### config.mk
export PLATFORM = sky130hd
export DESIGN_NAME = sar_search
export DESIGN_NICKNAME = d
export VERILOG_FILES = /design/src/rtl/sar_search_pkg.sv /design/src/rtl/sar_flag_check.sv /design/src/rtl/sar_search.sv
export SDC_FILE = /design/constraint.sdc
export NUM_CORES = 1
export LEC_CHECK = 0
export CAP_MARGIN = 20
export CORE_MARGIN = 4
export CORE_UTILIZATION = 35
export DETAILED_ROUTE_END_ITERATION = 12
export PLACE_DENSITY_LB_ADDON = 0.2
export SYNTH_ARGS = -nofsm -noshare
export SYNTH_HDL_FRONTEND = slang
export SYNTH_SLANG_ARGS = --single-unit
### constraint.sdc
create_clock -name clk -period 1.7 [get_ports clk]
set_input_delay 0.425 -clock clk [delete_from_list [all_inputs] [get_ports clk]]
set_output_delay 0.425 -clock clk [all_outputs]
set_load 0.005 [all_outputs]
### src/rtl/sar_search_pkg.sv
`default_nettype none
// ============================================================================
// Module      : sar_search_pkg
// Description : Shared types and constants for the successive-approximation
//               search controller: FSM state encoding, bit positions inside
//               the packed {agb, aeb, alb} flag vector, and the three legal
//               one-hot flag encodings.
// Revision    : 1.0 - initial release
// ============================================================================
package sar_search_pkg;

    // FSM states. ST_WAIT is only reachable when SAR_CMP_PIPE_EN is defined.
    typedef enum logic [1:0] {
        ST_IDLE  = 2'd0,
        ST_TRIAL = 2'd1,
        ST_WAIT  = 2'd2,
        ST_DONE  = 2'd3
    } state_t;

    // Bit positions inside the packed flag vector {agb, aeb, alb}.
    localparam int AGB = 2;
    localparam int AEB = 1;
    localparam int ALB = 0;

    // Legal (one-hot) flag encodings.
    localparam logic [2:0] c_flag_gt = 3'b100;
    localparam logic [2:0] c_flag_eq = 3'b010;
    localparam logic [2:0] c_flag_lt = 3'b001;

endpackage : sar_search_pkg
`default_nettype wire

### src/rtl/sar_flag_check.sv
`default_nettype none
// ============================================================================
// Module      : sar_flag_check
// Description : Combinational one-hot check of the comparator flag vector.
//               A well-behaved comparator asserts exactly one of agb/aeb/alb;
//               anything else (none, or more than one) is reported illegal.
// Ports       : flags   in  3 : packed {agb, aeb, alb}
//               flag_ok out 1 : 1 when flags is one of the legal encodings
// Revision    : 1.0 - initial release
// ============================================================================
module sar_flag_check
    import sar_search_pkg::*;
(
    input  logic [2:0] flags,
    output logic       flag_ok
);

    always_comb begin
        flag_ok = (flags == c_flag_gt) ||
                  (flags == c_flag_eq) ||
                  (flags == c_flag_lt);
    end

endmodule : sar_flag_check
`default_nettype wire

### src/rtl/sar_search.sv
`default_nettype none
// ============================================================================
// Module      : sar_search
// Description : Successive-approximation controller for a WIDTH-bit magnitude
//               comparator. Recovers the unknown value on comparator input 'a'
//               by driving trial values on input 'b', one bit per decision,
//               MSB first, with early exit on equality.
//
// Optional    : SAR_CMP_PIPE_EN - comparator output is registered; every trial
//               is held for a TRIAL cycle plus a WAIT cycle and the flags are
//               sampled at the end of WAIT (2 cycles per bit).
//
// Ports       : clk    in  1     : clock, rising edge
//               rst_n  in  1     : asynchronous active-low reset
//               start  in  1     : begin a search (sampled in IDLE only)
//               agb    in  1     : comparator flag, T >  trial
//               aeb    in  1     : comparator flag, T == trial
//               alb    in  1     : comparator flag, T <  trial
//               trial  out WIDTH : value for comparator input 'b'
//               busy   out 1     : search in progress
//               done   out 1     : one-cycle pulse, result final
//               result out WIDTH : recovered value, held until next search
//               err    out 1     : one-cycle pulse with done on illegal flags
// Revision    : 1.0 - initial release
// ============================================================================
module sar_search
    import sar_search_pkg::*;
#(
    parameter int WIDTH = 4
) (
    input  logic             clk,
    input  logic             rst_n,
    input  logic             start,
    input  logic             agb,
    input  logic             aeb,
    input  logic             alb,
    output logic [WIDTH-1:0] trial,
    output logic             busy,
    output logic             done,
    output logic [WIDTH-1:0] result,
    output logic             err
);

    localparam int IDX_W = (WIDTH > 1) ? $clog2(WIDTH) : 1;

    state_t            r_state;
    state_t            w_state_next;
    logic [IDX_W-1:0]  r_idx;       // bit currently under test
    logic [WIDTH-1:0]  r_partial;   // bits already decided (lower bits zero)
    logic [WIDTH-1:0]  r_result;
    logic              r_err;

    logic [2:0]        w_flags;
    logic              w_flag_ok;
    logic [WIDTH-1:0]  w_bit;
    logic [WIDTH-1:0]  w_trial;
    logic              w_sample;    // flags are consumed at the coming edge
    logic              w_last;
    logic              w_finish;    // this decision ends the search

    assign w_flags = {agb, aeb, alb};

    sar_flag_check u_flag_check (
        .flags   (w_flags),
        .flag_ok (w_flag_ok)
    );

    // r_partial only holds bits above r_idx, so OR-ing in the test bit never
    // carries and the trial stays within WIDTH bits.
    assign w_bit   = WIDTH'(1) << r_idx;
    assign w_trial = r_partial | w_bit;
    assign w_last  = (r_idx == '0);

`ifdef SAR_CMP_PIPE_EN
    // Registered comparator: flags for the current trial are valid in WAIT.
    assign w_sample = (r_state == ST_WAIT);
`else
    assign w_sample = (r_state == ST_TRIAL);
`endif

    assign w_finish = w_sample & (~w_flag_ok | w_flags[AEB] | w_last);

    // ------------------------------------------------------------------
    // State register
    // ------------------------------------------------------------------
    always_ff @(posedge clk or negedge rst_n) begin
        if (!rst_n) begin
            r_state <= ST_IDLE;
        end else begin
            r_state <= w_state_next;
        end
    end

    // ------------------------------------------------------------------
    // Next-state logic
    // ------------------------------------------------------------------
    always_comb begin
        w_state_next = r_state;
        case (r_state)
            ST_IDLE: begin
                if (start) begin
                    w_state_next = ST_TRIAL;
                end
            end
            ST_TRIAL, ST_WAIT: begin
                if (w_sample) begin
                    w_state_next = w_finish ? ST_DONE : ST_TRIAL;
                end else if (r_state == ST_TRIAL) begin
                    // Only reached with the registered comparator.
                    w_state_next = ST_WAIT;
                end else begin
                    // WAIT without the registered comparator is unreachable;
                    // fall back to IDLE rather than lock up.
                    w_state_next = ST_IDLE;
                end
            end
            ST_DONE: begin
                w_state_next = ST_IDLE;
            end
            default: begin
                w_state_next = ST_IDLE;
            end
        endcase
    end

    // ------------------------------------------------------------------
    // Outputs
    // ------------------------------------------------------------------
    always_comb begin
        busy  = (r_state == ST_TRIAL) || (r_state == ST_WAIT);
        done  = (r_state == ST_DONE);
        trial = busy ? w_trial : '0;
    end

    assign result = r_result;
    assign err    = r_err;

    // ------------------------------------------------------------------
    // Search datapath
    // ------------------------------------------------------------------
    always_ff @(posedge clk or negedge rst_n) begin
        if (!rst_n) begin
            r_idx     <= '0;
            r_partial <= '0;
            r_result  <= '0;
            r_err     <= 1'b0;
        end else begin
            // err is only ever high for the single DONE cycle.
            r_err <= 1'b0;

            if ((r_state == ST_IDLE) && start) begin
                r_idx     <= IDX_W'(WIDTH - 1);
                r_partial <= '0;
            end else if (w_sample) begin
                if (!w_flag_ok) begin
                    // Bits decided so far are the best available answer.
                    r_result <= r_partial;
                    r_err    <= 1'b1;
                end else if (w_flags[AEB]) begin
                    r_result <= w_trial;
                end else begin
                    if (w_flags[AGB]) begin
                        r_partial <= w_trial;
                    end
                    if (w_last) begin
                        r_result <= w_flags[AGB] ? w_trial : r_partial;
                    end else begin
                        r_idx <= r_idx - IDX_W'(1);
                    end
                end
            end
        end
    end

endmodule : sar_search
`default_nettype wire

==> results of run 1 <==
==> final timing paths <==
kind	startpoint	to	slack, ns	cells after the start
hold / removal	rst_n	r_state[0]$_DFFE_PN0P_	0.44	2
setup reg to reg	r_idx[0]$_DFFE_PN0P_	r_idx[1]$_DFFE_PN0P_	0.12	6
hold reg to reg	result[3]$_DFFE_PN0P_	result[3]$_DFFE_PN0P_	0.52	2
min in group clk	result[3]$_DFFE_PN0P_	result[3]$_DFFE_PN0P_	0.52	2
setup / recovery	r_idx[0]$_DFFE_PN0P_	trial[1]	-0.02	4
max in group asynchronous	rst_n	r_partial[1]$_DFFE_PN0P_	1.09	2
==> cell type report <==
| cell class | count | share of cell area |
|---|---|---|
| inverter | 9 | 0.0293 |
| tap | 27 | 0.0293 |
| sequential | 13 | 0.282 |
| timing repair buffer | 39 | 0.269 |
| multi-input combinational | 51 | 0.367 |
| clock buffer | 4 | 0.0228 |
==> worst reg2reg max path, delay by kind of cell (launching register included) <==
family                     cells  cell delay [ns]
adders and majority gates      1             0.20
AOI/OAI and AO/OA              1             0.11
and+or+nand+nor                2             0.51
DFF                            1             0.43
buffers and inverters          2             0.22
==> routing by layer <==
| layer | track usage | wire [µm] |
|---|---|---|
| met1 | 0.168 | 828 |
| met3 | 0.0409 | 68 |
| met2 | 0.247 | 852 |
| met4 | 0.0124 | 0 |
| met5 | 0 | 0 |
==> cells by family after synthesis <==
group	synth area share
AOI/OAI and AO/OA	0.203
xor gates and xnor gates	0.0347
adders and majority gates	0.116
buffers and inverters	0.0561
DFF	0.429
muxes	0.0528
and+or+nand+nor	0.109
==> cells in the mapped netlist, drive strengths merged <==
library cell,count
or3,1
and4b,1
dfrtp,13
clkbuf,2
a41oi,1
a21oi,6
a31oi,5
ha,7
o21a,4
inv,9
nand2b,1
nor2,8
xnor2,1
and4bb,1
o311ai,1
o311a,1
and2,1
a311oi,1
xor2,2
nand2,1
mux2i,4
o21ai,3
and3,1
==> metrics by stage <==
| stage | setup TNS (ns) | instance area (µm²) | util |
|---|---|---|---|
| 2_1_floorplan | 0 | 758 | - |
| 3_3_place_gp | -0.792 | 1090 | 0.543 |
| 3_5_place_dp | -1.08 | 1090 | 0.543 |
| 4_1_cts | -0.0913 | 1140 | 0.568 |
| 5_1_grt | -0.258 | 1150 | 0.576 |
| 6_report | -0.0428 | 1150 | 0.576 |
==> sequential cells by signal, summed over array words and instances (netlist names) <==
register and cells:
r_partial 4, result 4, r_idx 2, r_state 2, err 1
==> power breakdown <==
part	internal (W)	switching, W	total [W]
clock network	0.0000908	0.0000994	0.000190
logic	0.000683	0.000497	0.00118
registers	0.000424	0.0000810	0.000505
==> what timing repair did <==
action / in CTS / in global routing
setup buffers: 3 / 1
gates resized for setup: 33 / 3
setup endpoints to repair: 6 / 3
pin swaps: 2 / 1
==> run summary, run 1 <==
Entering global routing, the biggest net connects 14 pins. The cell taking the most area after synthesis is dfrtp_1. The critical path goes through buf_6, ha_4, o21a_1, buf_2. The number of flip-flops and latches in the synthesized netlist came out at 13. The filler cell count came out at around 210. Averaged over all synthesized cells, the footprint is about 10 µm². Leaving out fill and tap cells, the most frequent cells in the layout are buf_4, dfrtp_1, clkdlybuf4s50_1. In the final layout, the multi-input gates occupy 423 µm². The routability-driven placement congestion ratio is 0.832. The number of buffer cells added on primary ports came out at 16. The total CTS buffers is 3. The count of cell types in the netlist is 24. The checks that failed: negative setup slack. The final net count came out at 130. The max-cap violation count came out at 0.

On the final layout, the worst clock skew is 0.00802 ns. The H-tree level count is 1. The shortest period the worst path allows came out at between 1.5 and 2 ns. After detailed routing, the average wire length per cell comes to about 12 µm. The number of global-route vias before repair came out at 702. The starting utilization of the core area came out at 0.379. The latest clock arrival within the worst-skew pair came out at roughly 0.27 ns.

The required time of the critical path is 1.27 ns. The buffer and inverter count on the worst path is 2. The number of placed instances, taps included is 135. Among cell families on the critical path, the largest total delay comes from flip-flops.

STA classifies the critical path startpoint as a flip-flop. TritonCTS built the clock tree. VDD sags by at most 894 µV.

The total routing resource utilization after global routing came out at 0.138. The min-delay analysis places its worst path in the category input pin to async pin. STA classifies the critical path endpoint as a primary output. The total power draw is about 0.0019 W. For this block, the initial DRC count from the detailed router was 9. The die covers about 3000 µm². By area the synthesized netlist is led by dfrtp_1, ha_1, mux2i_1. The total length of routed wires is roughly 1700 µm. Using the TritonRoute via totals, the vias-per-cell ratio works out to between 4 and 5. Setup repair after global routing could not meet its margin everywhere. The sequential cell area fraction in the yosys report is 0.429. The Yosys step of the flow raised 0 warnings. Derived from the worst setup path, the maximum achievable clock frequency is around 580 MHz. The DRC violation count after routing is 0. The final-report hold violation count is 0. The worst hold margin came out at roughly 0.44 ns. The number of primary I/O pins is 17. The clock transition at the registers of the reported paths is about 0.080 ns. The first global-routing pass estimated around 3000 µm of wire. Synthesis produced a netlist with a net count of approximately 90. The signed area change from the synthesized netlist to the final layout is 52.0%.

The final standard cell count with taps included and fillers excluded is between 100 and 150. The highest fanout seen on the critical path is 4. The number of endpoints failing setup at the final stage came out at 3. The number of clock sinks seen by CTS came out at 13. The total number of vias is between 600 and 700. The area of the core is 2000 µm². The half-perimeter wire length after placement is 1360 µm. The standard-cell row count came out at 16.

The count of pins over their slew limit is 0. The clock root buffer master is clkbuf_4. The antenna diode count came out at 0. The largest buffer count on any clock path came out at 2. The part of the cycle the worst path needs came out at 1.01.

The floorplan die width came out at around 55 µm. Before CTS, the worst setup slack after placement is -0.131 ns. The number of buffers added to fix hold violations after cts is 0.

The overall overflow remaining after global route is 0. The worst setup path is of the flip-flop to primary output kind. The data arrival time at the worst-slack endpoint is approximately 1.3 ns. The final critical-path setup slack is -0.0209 ns.

The most common cell after layout, fill and taps aside is buf_4. The static leakage is about 0.55 nW. The area of the mapped netlist came out at ~760 µm². The share of synthesized area in the top cell type comes to 0.429. The post-route antenna net violation count came out at 0. The slowest stage of the critical path belongs to the cell dfrtp_1. The first detailed-routing pass took 4 iterations.

The synthesized netlist cell count is 75. The worst stage delay on the critical path came out at roughly 0.44 ns. The cell area power density came out at 1630 nW/µm². The register area came out at 325 µm². Of the cells placed in the final design, the portion with a size suffix greater than 1 is 0.379.

The worst slew margin relative to its limit is 0.822. The slew of the pin with the lowest slew margin is about 0.26 ns. The height of the die is 54.5 µm. The number of antenna violations at the first check in global routing is 0. The run finished, with violations left.
No activity file was read; power rests on OpenSTA's default activity.
==> inputs of run 2 (changes only) <==
--- a/config.mk
+++ b/config.mk
@@ -5,7 +5,6 @@
 export SDC_FILE = /design/constraint.sdc
 export NUM_CORES = 1
 export LEC_CHECK = 0
-export CAP_MARGIN = 20
 export CORE_MARGIN = 4
 export CORE_UTILIZATION = 35
 export DETAILED_ROUTE_END_ITERATION = 12
==> constraint.sdc (replaced) <==
create_clock -name clk -period 2 [get_ports clk]
set_input_delay 0.5 -clock clk [delete_from_list [all_inputs] [get_ports clk]]
set_output_delay 0.5 -clock clk [all_outputs]
set_load 0.005 [all_outputs]
==> run 2 against run 1 <==
The flow now finishes without violations. Core utilization shrank 3.1 points. Clock skew up 0.0012 ns. Largest cell class unchanged. Critical endpoint unchanged. Combinational power is 21% lower. Register-to-register slack better by 0.20 ns. Clock-buffer cell count unchanged. Wire length is 4.8% lower. Cell count is 7.7% lower. Clock power down 16%. Hold slack improved by 0.074 ns. Sequential power shrank 16%. Die area stayed put. Critical path depth up 1.
==> run summary, run 2 (synthesis gave the netlist of run 1 again) <==
The total CTS buffers came out at 3 (unchanged). The worst stage delay on the critical path is 0.41 ns (was 0.44 ns). The floorplan die width came to 54.5 µm (unchanged).

The max-cap violation count is 0 (unchanged). The final standard cell count with taps included and fillers excluded is 132 (was 143). Result of the run: completed (was complete, but fails checks).

The overall overflow remaining after global route is 0 (unchanged). The starting utilization of the core area was 0.379 (unchanged). The post-detailed-route via-to-cell ratio came to 4.82 (was 4.76). The area after detailed placement came out at 988 µm² (was 1090 µm²).

The highest fanout seen on the critical path is 3 (was 4). The total routing resource utilization after global routing came out at 0.133 (was 0.138). The number of endpoints failing setup at the final stage is 0 (was 3).

The half-perimeter wire length after placement came out at 1210 µm (was 1360 µm). The shortest period the worst path allows is 1.95 ns. The maximum number of pins on one net before global-route repair came out at 14 (unchanged).

The height of the die came out at 54.5 µm (unchanged). The highest metal layer used by the detailed router is met4 (was met3). The first-pass iteration count of the detailed router is 4 (unchanged). The number of buffer cells added on primary ports is 16 (unchanged). The latest clock arrival within the worst-skew pair is 0.27 ns (about the same).

The number of antenna violations at the first check in global routing came out at 0 (unchanged). The slew of the pin with the lowest slew margin is 0.591 ns (was 0.264 ns). The number of primary I/O pins is 17 (unchanged).

The required time of the critical path is 1.50 ns (was 1.27 ns). The die area came out at 2980 µm² (unchanged). The largest buffer count on any clock path is 2 (unchanged). The cell with the biggest individual delay on the critical path is dfrtp_1 (unchanged). The antenna diode count came out at 0 (unchanged).

The average detailed-routed wire length per instance came to 12.6 µm (was 12.2 µm). The DRC violation count after routing came out at 0 (unchanged). The signed area change from the synthesized netlist to the final layout is 43.7% (was 52.0%). The total length of routed wires came to 1670 µm (was 1750 µm). The worst ir drop on vdd came to 639 µV (was 894 µV). The total number of vias came out at 636 (was 680). The total length of routed met3 wires came out at 84 µm (was 68 µm). The area of the core came out at 2000 µm² (unchanged). The number of global-route vias before repair came to 626 (was 702). The routed metal-1 wirelength came out at 822 µm (was 828 µm). The CTS tree is done (unchanged). The H-tree level count came out at 1 (unchanged). The count of routing violations after the opening detailed-route iteration came out at 9 (unchanged). The data arrival time at the worst-slack endpoint is 1.45 ns (was 1.30 ns).

The detailed-routed wire length on met2 is 751 µm (was 852 µm). The cell area after layout came to 1090 µm² (was 1150 µm²). The post-route antenna net violation count came out at 0 (unchanged).

The count of pins over their slew limit is 0 (unchanged). The buffer and inverter count on the worst path came out at 3 (was 2). The family with the most delay on the worst path is buffers and inverters (was flip-flops). The type of the worst setup path is flip-flop to primary output (unchanged).

The part of the cycle the worst path needs is 0.975. The worst slew margin relative to its limit is 0.605 (was 0.822). The clock transition at the registers of the reported paths came out at 0.08 ns (about the same).

The number of placed instances, taps included is 122 (was 135). Commonest non-fill, non-tap cells in the layout: dfrtp_1, clkdlybuf4s50_1, buf_4 (was buf_4, dfrtp_1, clkdlybuf4s50_1). The path category of the worst min-delay check is flip-flop to flip-flop (was input pin to async pin).

The most frequent cell on the critical path is buf_4. The number of buffers added to fix hold violations after cts came out at 0 (unchanged). The wire length of the first global-routing pass is 2820 µm (was 2950 µm). The standard-cell row count is 16 (unchanged). The routability-driven placement congestion ratio was 0.721 (was 0.832). Cell chain of the critical path: buf_4, buf_4, ha_4, o21a_1, dlymetal6s2s_1 (was buf_6, ha_4, o21a_1, buf_2). The final net count came to 119 (was 130). The static leakage was 0.521 nW (was 0.547 nW). The type of destination of the critical path was a primary output (unchanged). The worst setup skew after layout was 0.00925 ns (was 0.00802 ns).

The clock root buffer master was clkbuf_4 (unchanged). The launching element type of the critical path was a flip-flop (unchanged). The final-report hold violation count is 0 (unchanged). The cell area power density is 1390 nW/µm² (was 1630 nW/µm²). The number of clock sinks seen by CTS came out at 13 (unchanged). The most common cell after layout, fill and taps aside is dfrtp_1 (was buf_4). The fmax came out at between 500 and 600 MHz. The share of post-route cells with drive strength above 1 is 0.267 (was 0.379).
==> run 2: timing repair <==
item | CTS | global route
endpoints found under the setup margin | 5 | 4
resized for setup | 6 | 13
pin swaps | 1 | 0
buffers inserted | 2 | 4
==> run 2: layout make-up <==
type / instances / area [µm²]
well taps: 27 / 33.8
inverters: 9 / 33.8
fillers: 179 / 912
multi-input cells: 51 / 423
flip-flops and latches: 13 / 325
repair buffers: 28 / 248
clock buffers: 4 / 26.3
==> run 2: per-stage QoR <==
step / hold WS (ns) / util / TNS (ns) / power (W) / setup slack (ns)
2_1_floorplan: 0.204 / - / 0 / 0.000864 / 0.563
3_3_place_gp: 0.503 / 0.494 / 0 / 0.00123 / 0.105
3_5_place_dp: 0.508 / 0.494 / 0 / 0.00124 / 0.0949
4_1_cts: 0.521 / 0.519 / -0.265 / 0.00143 / -0.126
5_1_grt: 0.548 / 0.544 / -0.0224 / 0.00166 / -0.0224
6_report: 0.518 / 0.544 / 0 / 0.00151 / 0.0494
==> run 2: where the power goes <==
group / leakage [nW] / internal, W / total [W] / switching (W)
Clock: 0.0150 / 0.0000772 / 0.000159 / 0.0000819
Combinational: 0.340 / 0.000526 / 0.000932 / 0.000406
Sequential: 0.166 / 0.000360 / 0.000423 / 0.0000628
Total: 0.521 / 0.000963 / 0.00151 / 0.000551
==> run 2: worst paths after layout <==
path / start / endpoint / slack, ns / depth (start not counted)
max: r_idx[0]$_DFFE_PN0P_ / trial[1] / 0.05 / 5
min: result[0]$_DFFE_PN0P_ / result[0]$_DFFE_PN0P_ / 0.52 / 2
max reg2reg: r_idx[0]$_DFFE_PN0P_ / r_idx[1]$_DFFE_PN0P_ / 0.32 / 7
min reg2reg: result[0]$_DFFE_PN0P_ / result[0]$_DFFE_PN0P_ / 0.52 / 2
max in group asynchronous: rst_n / r_partial[0]$_DFFE_PN0P_ / 1.01 / 1
min in group asynchronous: rst_n / r_idx[0]$_DFFE_PN0P_ / 0.59 / 1
==> run 2: tightest hold or removal path, cell delays in order, from the launching register on <==
cell	delay (ns)
dfrtp_1	0.38
inv_1	0.05
mux2i_1	0.05
==> run 2: metal layers <==
metal,global-route usage,vias to the layer above
met5,0,-
met4,0.0249,0
met3,0.0490,2
met2,0.209,15
met1,0.176,293
li1,-,326
